--- src/rtl/riscv_unrn_mtimer_if.sv ---
`default_nettype none
// ============================================================================
//  Module   : riscv_unrn_mtimer_if
//  Purpose  : Single-cycle bus between the data-memory decoder and the mtimer.
//  Revision : 1.0  initial release
// ============================================================================
interface riscv_unrn_mtimer_if;
    logic        bus_req_i;
    logic        bus_we_i;
    logic [31:0] bus_addr_i;
    logic [31:0] bus_wdata_i;
    logic [31:0] bus_rdata_o;
    logic        bus_ack_o;
    logic        bus_err_o;

    modport master (
        output bus_req_i, bus_we_i, bus_addr_i, bus_wdata_i,
        input  bus_rdata_o, bus_ack_o, bus_err_o
    );

    modport slave (
        input  bus_req_i, bus_we_i, bus_addr_i, bus_wdata_i,
        output bus_rdata_o, bus_ack_o, bus_err_o
    );
endinterface
`default_nettype wire

--- src/rtl/riscv_unrn_mtimer.sv ---
`default_nettype none
// ============================================================================
//  Module   : riscv_unrn_mtimer
//  Purpose  : Memory-mapped 64-bit mtime/mtimecmp with registered MTIP output.
//             Optional tick prescaler enabled by `define MTIMER_PRESCALER_EN.
//  Revision : 1.0  initial release
// ============================================================================
module riscv_unrn_mtimer #(
    parameter int XLEN         = 32,
    parameter int PRESCALE_DIV = 10
) (
    input  wire                clk,
    input  wire                rst_n,
    riscv_unrn_mtimer_if.slave bus,
    output logic               mtip_o,
    output logic [63:0]        mtime_o
);

    typedef enum logic [1:0] {
        MTIME_LOW     = 2'd0,
        MTIME_HIGH    = 2'd1,
        MTIMECMP_LOW  = 2'd2,
        MTIMECMP_HIGH = 2'd3
    } mtime_address_t;

    localparam logic [31:0] C_BASE_ADDR = 32'h0000_8004;

    if (XLEN != 32 || PRESCALE_DIV < 1) begin : g_cfg_check
        $error("riscv_unrn_mtimer: XLEN must be 32 and PRESCALE_DIV >= 1");
    end

    logic [63:0]    mtime_q, mtime_d;
    logic [63:0]    mtimecmp_q, mtimecmp_d;
    logic [31:0]    rdata_q, rdata_d;
    logic           ack_q, ack_d;
    logic           err_q, err_d;
    logic           mtip_q, mtip_d;

    logic [31:0]    w_off;
    logic           w_addr_ok;
    mtime_address_t w_sel;
    logic           w_rd;
    logic           w_wr;
    logic           w_mtime_wr;
    logic           w_tick;
    logic [31:0]    w_rd_val;

    // Offset from the first word; aligned and within four words means valid.
    assign w_off      = bus.bus_addr_i - C_BASE_ADDR;
    assign w_addr_ok  = (w_off[1:0] == 2'b00) && (w_off[31:4] == 28'd0);
    assign w_sel      = mtime_address_t'(w_off[3:2]);
    assign w_rd       = bus.bus_req_i && w_addr_ok && !bus.bus_we_i;
    assign w_wr       = bus.bus_req_i && w_addr_ok &&  bus.bus_we_i;
    assign w_mtime_wr = w_wr && ((w_sel == MTIME_LOW) || (w_sel == MTIME_HIGH));

`ifdef MTIMER_PRESCALER_EN
    localparam int               C_PS_W    = (PRESCALE_DIV > 1) ? $clog2(PRESCALE_DIV) : 1;
    localparam logic [C_PS_W-1:0] C_PS_LAST = C_PS_W'(PRESCALE_DIV - 1);

    logic [C_PS_W-1:0] ps_cnt_q, ps_cnt_d;

    assign w_tick = (ps_cnt_q == C_PS_LAST);

    // A write to mtime restarts the prescale period.
    always_comb begin
        ps_cnt_d = ps_cnt_q + C_PS_W'(1);
        if (w_tick || w_mtime_wr) begin
            ps_cnt_d = '0;
        end
    end

    always_ff @(posedge clk or negedge rst_n) begin
        if (!rst_n) begin
            ps_cnt_q <= '0;
        end else begin
            ps_cnt_q <= ps_cnt_d;
        end
    end
`else
    assign w_tick = 1'b1;
`endif

    always_comb begin
        w_rd_val = '0;
        case (w_sel)
            MTIME_LOW:     w_rd_val = mtime_q[31:0];
            MTIME_HIGH:    w_rd_val = mtime_q[63:32];
            MTIMECMP_LOW:  w_rd_val = mtimecmp_q[31:0];
            MTIMECMP_HIGH: w_rd_val = mtimecmp_q[63:32];
            default:       w_rd_val = '0;
        endcase
    end

    // A software write to either mtime half suppresses that cycle's tick.
    always_comb begin
        mtime_d    = mtime_q;
        mtimecmp_d = mtimecmp_q;
        if (w_wr && (w_sel == MTIME_LOW)) begin
            mtime_d = {mtime_q[63:32], bus.bus_wdata_i};
        end else if (w_wr && (w_sel == MTIME_HIGH)) begin
            mtime_d = {bus.bus_wdata_i, mtime_q[31:0]};
        end else if (w_tick) begin
            mtime_d = mtime_q + 64'd1;
        end
        if (w_wr && (w_sel == MTIMECMP_LOW)) begin
            mtimecmp_d = {mtimecmp_q[63:32], bus.bus_wdata_i};
        end else if (w_wr && (w_sel == MTIMECMP_HIGH)) begin
            mtimecmp_d = {bus.bus_wdata_i, mtimecmp_q[31:0]};
        end
    end

    always_comb begin
        ack_d   = bus.bus_req_i;
        err_d   = bus.bus_req_i && !w_addr_ok;
        rdata_d = w_rd ? w_rd_val : 32'd0;
        mtip_d  = (mtime_d >= mtimecmp_d);
    end

    always_ff @(posedge clk or negedge rst_n) begin
        if (!rst_n) begin
            mtime_q    <= '0;
            mtimecmp_q <= '1;
            rdata_q    <= '0;
            ack_q      <= 1'b0;
            err_q      <= 1'b0;
            mtip_q     <= 1'b0;
        end else begin
            mtime_q    <= mtime_d;
            mtimecmp_q <= mtimecmp_d;
            rdata_q    <= rdata_d;
            ack_q      <= ack_d;
            err_q      <= err_d;
            mtip_q     <= mtip_d;
        end
    end

    assign bus.bus_rdata_o = rdata_q;
    assign bus.bus_ack_o   = ack_q;
    assign bus.bus_err_o   = err_q;
    assign mtip_o          = mtip_q;
    assign mtime_o         = mtime_q;

endmodule
`default_nettype wire

--- src/flat_wrapper.sv ---
// flat-port wrapper written by rule: the top's interface ports become plain ports
module riscv_unrn_mtimer_flat 
#(
    parameter int XLEN         = 32,
    parameter int PRESCALE_DIV = 10
)
  (clk, rst_n, mtip_o, mtime_o, bus_bus_req_i, bus_bus_we_i, bus_bus_addr_i, bus_bus_wdata_i, bus_bus_rdata_o, bus_bus_ack_o, bus_bus_err_o);
  riscv_unrn_mtimer_if bus_i ();
  input  wire clk;
  input  wire rst_n;
  output logic mtip_o;
  output logic [63:0] mtime_o;
  input wire logic [$bits(bus_i.bus_req_i)-1:0] bus_bus_req_i;
  input wire logic [$bits(bus_i.bus_we_i)-1:0] bus_bus_we_i;
  input wire logic [$bits(bus_i.bus_addr_i)-1:0] bus_bus_addr_i;
  input wire logic [$bits(bus_i.bus_wdata_i)-1:0] bus_bus_wdata_i;
  output wire logic [$bits(bus_i.bus_rdata_o)-1:0] bus_bus_rdata_o;
  output wire logic [$bits(bus_i.bus_ack_o)-1:0] bus_bus_ack_o;
  output wire logic [$bits(bus_i.bus_err_o)-1:0] bus_bus_err_o;
  assign bus_i.bus_req_i = bus_bus_req_i;
  assign bus_i.bus_we_i = bus_bus_we_i;
  assign bus_i.bus_addr_i = bus_bus_addr_i;
  assign bus_i.bus_wdata_i = bus_bus_wdata_i;
  assign bus_bus_rdata_o = bus_i.bus_rdata_o;
  assign bus_bus_ack_o = bus_i.bus_ack_o;
  assign bus_bus_err_o = bus_i.bus_err_o;
  riscv_unrn_mtimer #(.XLEN(XLEN), .PRESCALE_DIV(PRESCALE_DIV)) u_core (.clk(clk), .rst_n(rst_n), .bus(bus_i), .mtip_o(mtip_o), .mtime_o(mtime_o));
endmodule
--- config.mk ---
export PLATFORM = sky130hd
export DESIGN_NAME = riscv_unrn_mtimer_flat
export DESIGN_NICKNAME = d
export VERILOG_FILES = /design/src/rtl/riscv_unrn_mtimer_if.sv /design/src/rtl/riscv_unrn_mtimer.sv /design/src/flat_wrapper.sv
export SDC_FILE = /design/constraint.sdc
export NUM_CORES = 1
export LEC_CHECK = 0
export ABC_AREA = 1
export CAP_MARGIN = 20
export CELL_PAD_IN_SITES_DETAIL_PLACEMENT = 0
export CELL_PAD_IN_SITES_GLOBAL_PLACEMENT = 2
export CORE_MARGIN = 2
export CORE_UTILIZATION = 32
export DETAILED_ROUTE_END_ITERATION = 8
export PLACE_DENSITY_LB_ADDON = 0.15
export SYNTH_ARGS = -nofsm -noshare
export SYNTH_HDL_FRONTEND = slang
export SYNTH_SLANG_ARGS = --single-unit
--- constraint.sdc ---
create_clock -name clk -period 4.1 [get_ports clk]
set_clock_uncertainty 0.15 [all_clocks]
set_input_delay 1.23 -clock clk [delete_from_list [all_inputs] [get_ports clk]]
set_output_delay 1.23 -clock clk [all_outputs]
set_load 0.01 [all_outputs]
==> impl_metrics.toml <==
[synthesis]
synth-main-ff-cell = "dfrtp_1"
synth_area_um2 = 12550
ys_ff_latch = 163
synth_top_family_by_area = "simple AND/OR/NAND/NOR gates"
yosysMostFrequentCell = "nand2_1"
synth_area_leader_cell = "dfrtp_1"
synth-xor-area-share = 0.04189
syn_inst = 1800
post-synth-top-area-fraction = 0.1975
synth-adder-area-share = 0.06482
synthMuxAreaShare = 0
syn-num-nets = 1933
synth-simple-area-share = 0.3311
synth_compound_area_frac = 0.1225
yosys_warnings = 0
yosys-top-cells-area = "dfrtp_1 (20%), nand2_1 (14%), dfstp_2 (13%)"
async_flop_share = 1.000
syn_avg_cell_area_um2 = 6.970
synth_edf_count = 0
ys_seq_area_frac = 0.3315
yosysUniqueCellTypes = 48
synthTopCellsByCount = "nand2_1 (480), inv_1 (207), nand3_1 (154)"

[setup_path]
setup.worst_path.start_class = "input pin"
rr_worst_depth = 24
crit_type = "input pin to register"
endpoint_kind = "register"
critical_path.slowest_cell = "nor3_4"
cp.arrival_ps = 4980
cp_max_fo = 6
critical_path_required_ps = 4340
timing.rr.start = "u_core.mtime_o[7]"
slowest_delay_ps = 280
ff2ff_setup_slack_ps = -410
reg2reg_to = "u_core.mtip_o"

[timing]
max-slew-margin-rel = 0.5071
hold_viol_final = 0
fmax_ghz = 0.2111
period_share = 1.156
final.setup.worst_slack_ps = -637.9
worstMarginPinSlew_ps = 732.6
setup_violations = 1
drv_slew = 0
period_needed_ps = 4738
finalSetupTns_ps = -637.9
rsz0062_at_grt = "true"

[global_route]
grt_pass1_wl_um = 87640
grt_overflow_total = 0
grt.total_usage = 0.2846
grt_max_degree = 60
grt_pass1_vias = 14590
antenna_found_initial = 0

[detailed_routing]
drc = 0
drt_iter0_markers = 774
wirelength_um = 57110
firstDrtPassIters = 5
dr_total_vias = 14020
vias_per_cell = 4.907
wl_per_cell_um = 19.99
final_antenna_net_count = 0

[clock_tree]
cts_buffers = 17
cts_tree = "done"
cts.sinks = 163
cts-htree-levels = 4
clk_pin_slew_ps = 70
clock_latency_ps = 470
cts_buffer_depth = 2
cts_root_buf = "clkbuf_16"

[hold_path]
hp-start = "u_core.mtimecmp_q[0]"
holdCritPathClass = "register to register"
min_to = "u_core.mtimecmp_q[0]"
hold_depth = 2

[cells_and_area]
fin_cells = 2857
drive_gt1_frac = 0.3540
area_growth_pct = 54.21
regArea_um2 = 4159
nFillCells = 3924
final_nets = 2459
multi_input_area_um2 = 7879
insertedDiodeCount = 0

[pwr]
p_leak_nw = 10.01
fin_total_pwr_mw = 3.920
vdd_drop_max_mv = 0.3033
power_density_nw_per_um2 = 202.6

[floorplanning]
fp.dieW_um = 202.0
start_util = 0.3246
die_h_um = 202.0
ios = 167
core_area_um2 = 38650
die_area_um2 = 40810
fp-row-count = 72

[placement]
preCtsSetupSlack_ps = -2047
gp_congestion = 0.9380
dpl.hpwl_um = 44490
dp.cells = 2775
io_buffers = 166

[run_status]
violations = "setup timing"
status = "complete, but fails checks"

[job]
maxCapViolCount = 0
[kinds of logic (layout without fill, tap and decap cells)]
family / Yosys count / count (layout)
adder cells (fa/ha/maj): 65 / 65
flip-flops: 163 / 163
buffers and inverters: 336 / 875
AND/OR/NAND/NOR: 934 / 934
XOR/XNOR: 60 / 60
AO/OA/AOI/OAI: 242 / 242
[metal layers]
layer,global-route usage,vias up,wire length (um)
met5,0,-,0
met1,0.3843,6715,26550
met3,0.03773,67,2338
li1,-,6918,-
met4,0.08587,0,1482
met2,0.4734,318,26730
[worst max-delay path, delay by kind of cell]
| kind | cells | cell delay, ps |
|---|---|---|
| buf+inv | 7 | 900 |
| compound gates | 1 | 190 |
| simple gates | 18 | 2490 |
| fa+ha+maj | 1 | 170 |
[flip-flops by register name (all words and copies together) (netlist names)]
name and flops:
u_core.mtime_o 64, u_core.mtimecmp_q 64, u_core.bus.bus_rdata_o 32, u_core.bus.bus_ack_o 1
u_core.bus.bus_err_o 1, u_core.mtip_o 1
[cells in the final DEF, fill, tap and decap left out, types with 5 or more instances in the layout]
cell / instances
a21oi_1: 95
a21oi_2: 14
a221oi_1: 6
buf_12: 16
buf_2: 15
buf_4: 364
buf_6: 22
clkbuf_16: 17
clkdlybuf4s50_1: 134
dfrtp_1: 99
dfstp_2: 64
dlygate4sd2_1: 5
ha_1: 59
ha_4: 6
inv_1: 198
inv_2: 75
nand2_1: 431
nand2_2: 39
nand2_4: 22
nand3_1: 145
nand3_2: 10
nand3b_1: 15
nand4_1: 33
nor2_1: 109
nor2_2: 27
nor2_4: 22
nor3_1: 42
nor4_1: 13
o21ai_1: 11
o21ai_2: 55
o21ai_4: 9
o22ai_1: 31
xor2_1: 57
[worst max-delay path by stage]
stage | from | cells after the start | end | slack (ps)
CTS | bus_bus_addr_i[2] | 28 | u_core.mtip_o | -710
finish | bus_bus_addr_i[3] | 27 | u_core.mtip_o | -640
global placement | bus_bus_addr_i[8] | 24 | u_core.mtip_o | -2000
global route | bus_bus_addr_i[3] | 29 | u_core.mtip_o | -840
floorplan | bus_bus_addr_i[15] | 28 | u_core.mtip_o | -350
detailed placement | bus_bus_addr_i[8] | 24 | u_core.mtip_o | -2050
[per-stage QoR]
step	hold slack, ps	utilization	cell area (um^2)
2_1_floorplan	320.2	-	12590
3_3_place_gp	379.2	0.4497	17380
3_5_place_dp	384.8	0.4497	17380
4_1_cts	398.4	0.4925	19030
5_1_grt	416.3	0.5006	19350
6_report	396.7	0.5006	19350
[power breakdown]
part / total [mW] / internal, mW / switching, mW
Clock: 1.88 / 1.08 / 0.802
Sequential: 1.61 / 1.61 / 0.000200
Combinational: 0.426 / 0.168 / 0.258
[layout make-up]
| class | instances | area share |
|---|---|---|
| multi-input combinational | 1301 | 0.4072 |
| clock buffer | 19 | 0.02341 |
| inverter | 274 | 0.05329 |
| clock inverter | 13 | 0.01119 |
| sequential | 163 | 0.2150 |
| timing repair buffer | 569 | 0.2564 |
| tap | 518 | 0.03350 |
[repair_timing]
action                                  CTS  global route
hold buffers                              0             0
endpoints found under the setup margin    4             1
gates cloned                              3             0
buffers inserted                         38            11
resized for setup                       260            68
endpoints found under the hold margin     0             0
pin swaps                                94            55
Note: power is estimated with default switching activity, not from simulation.
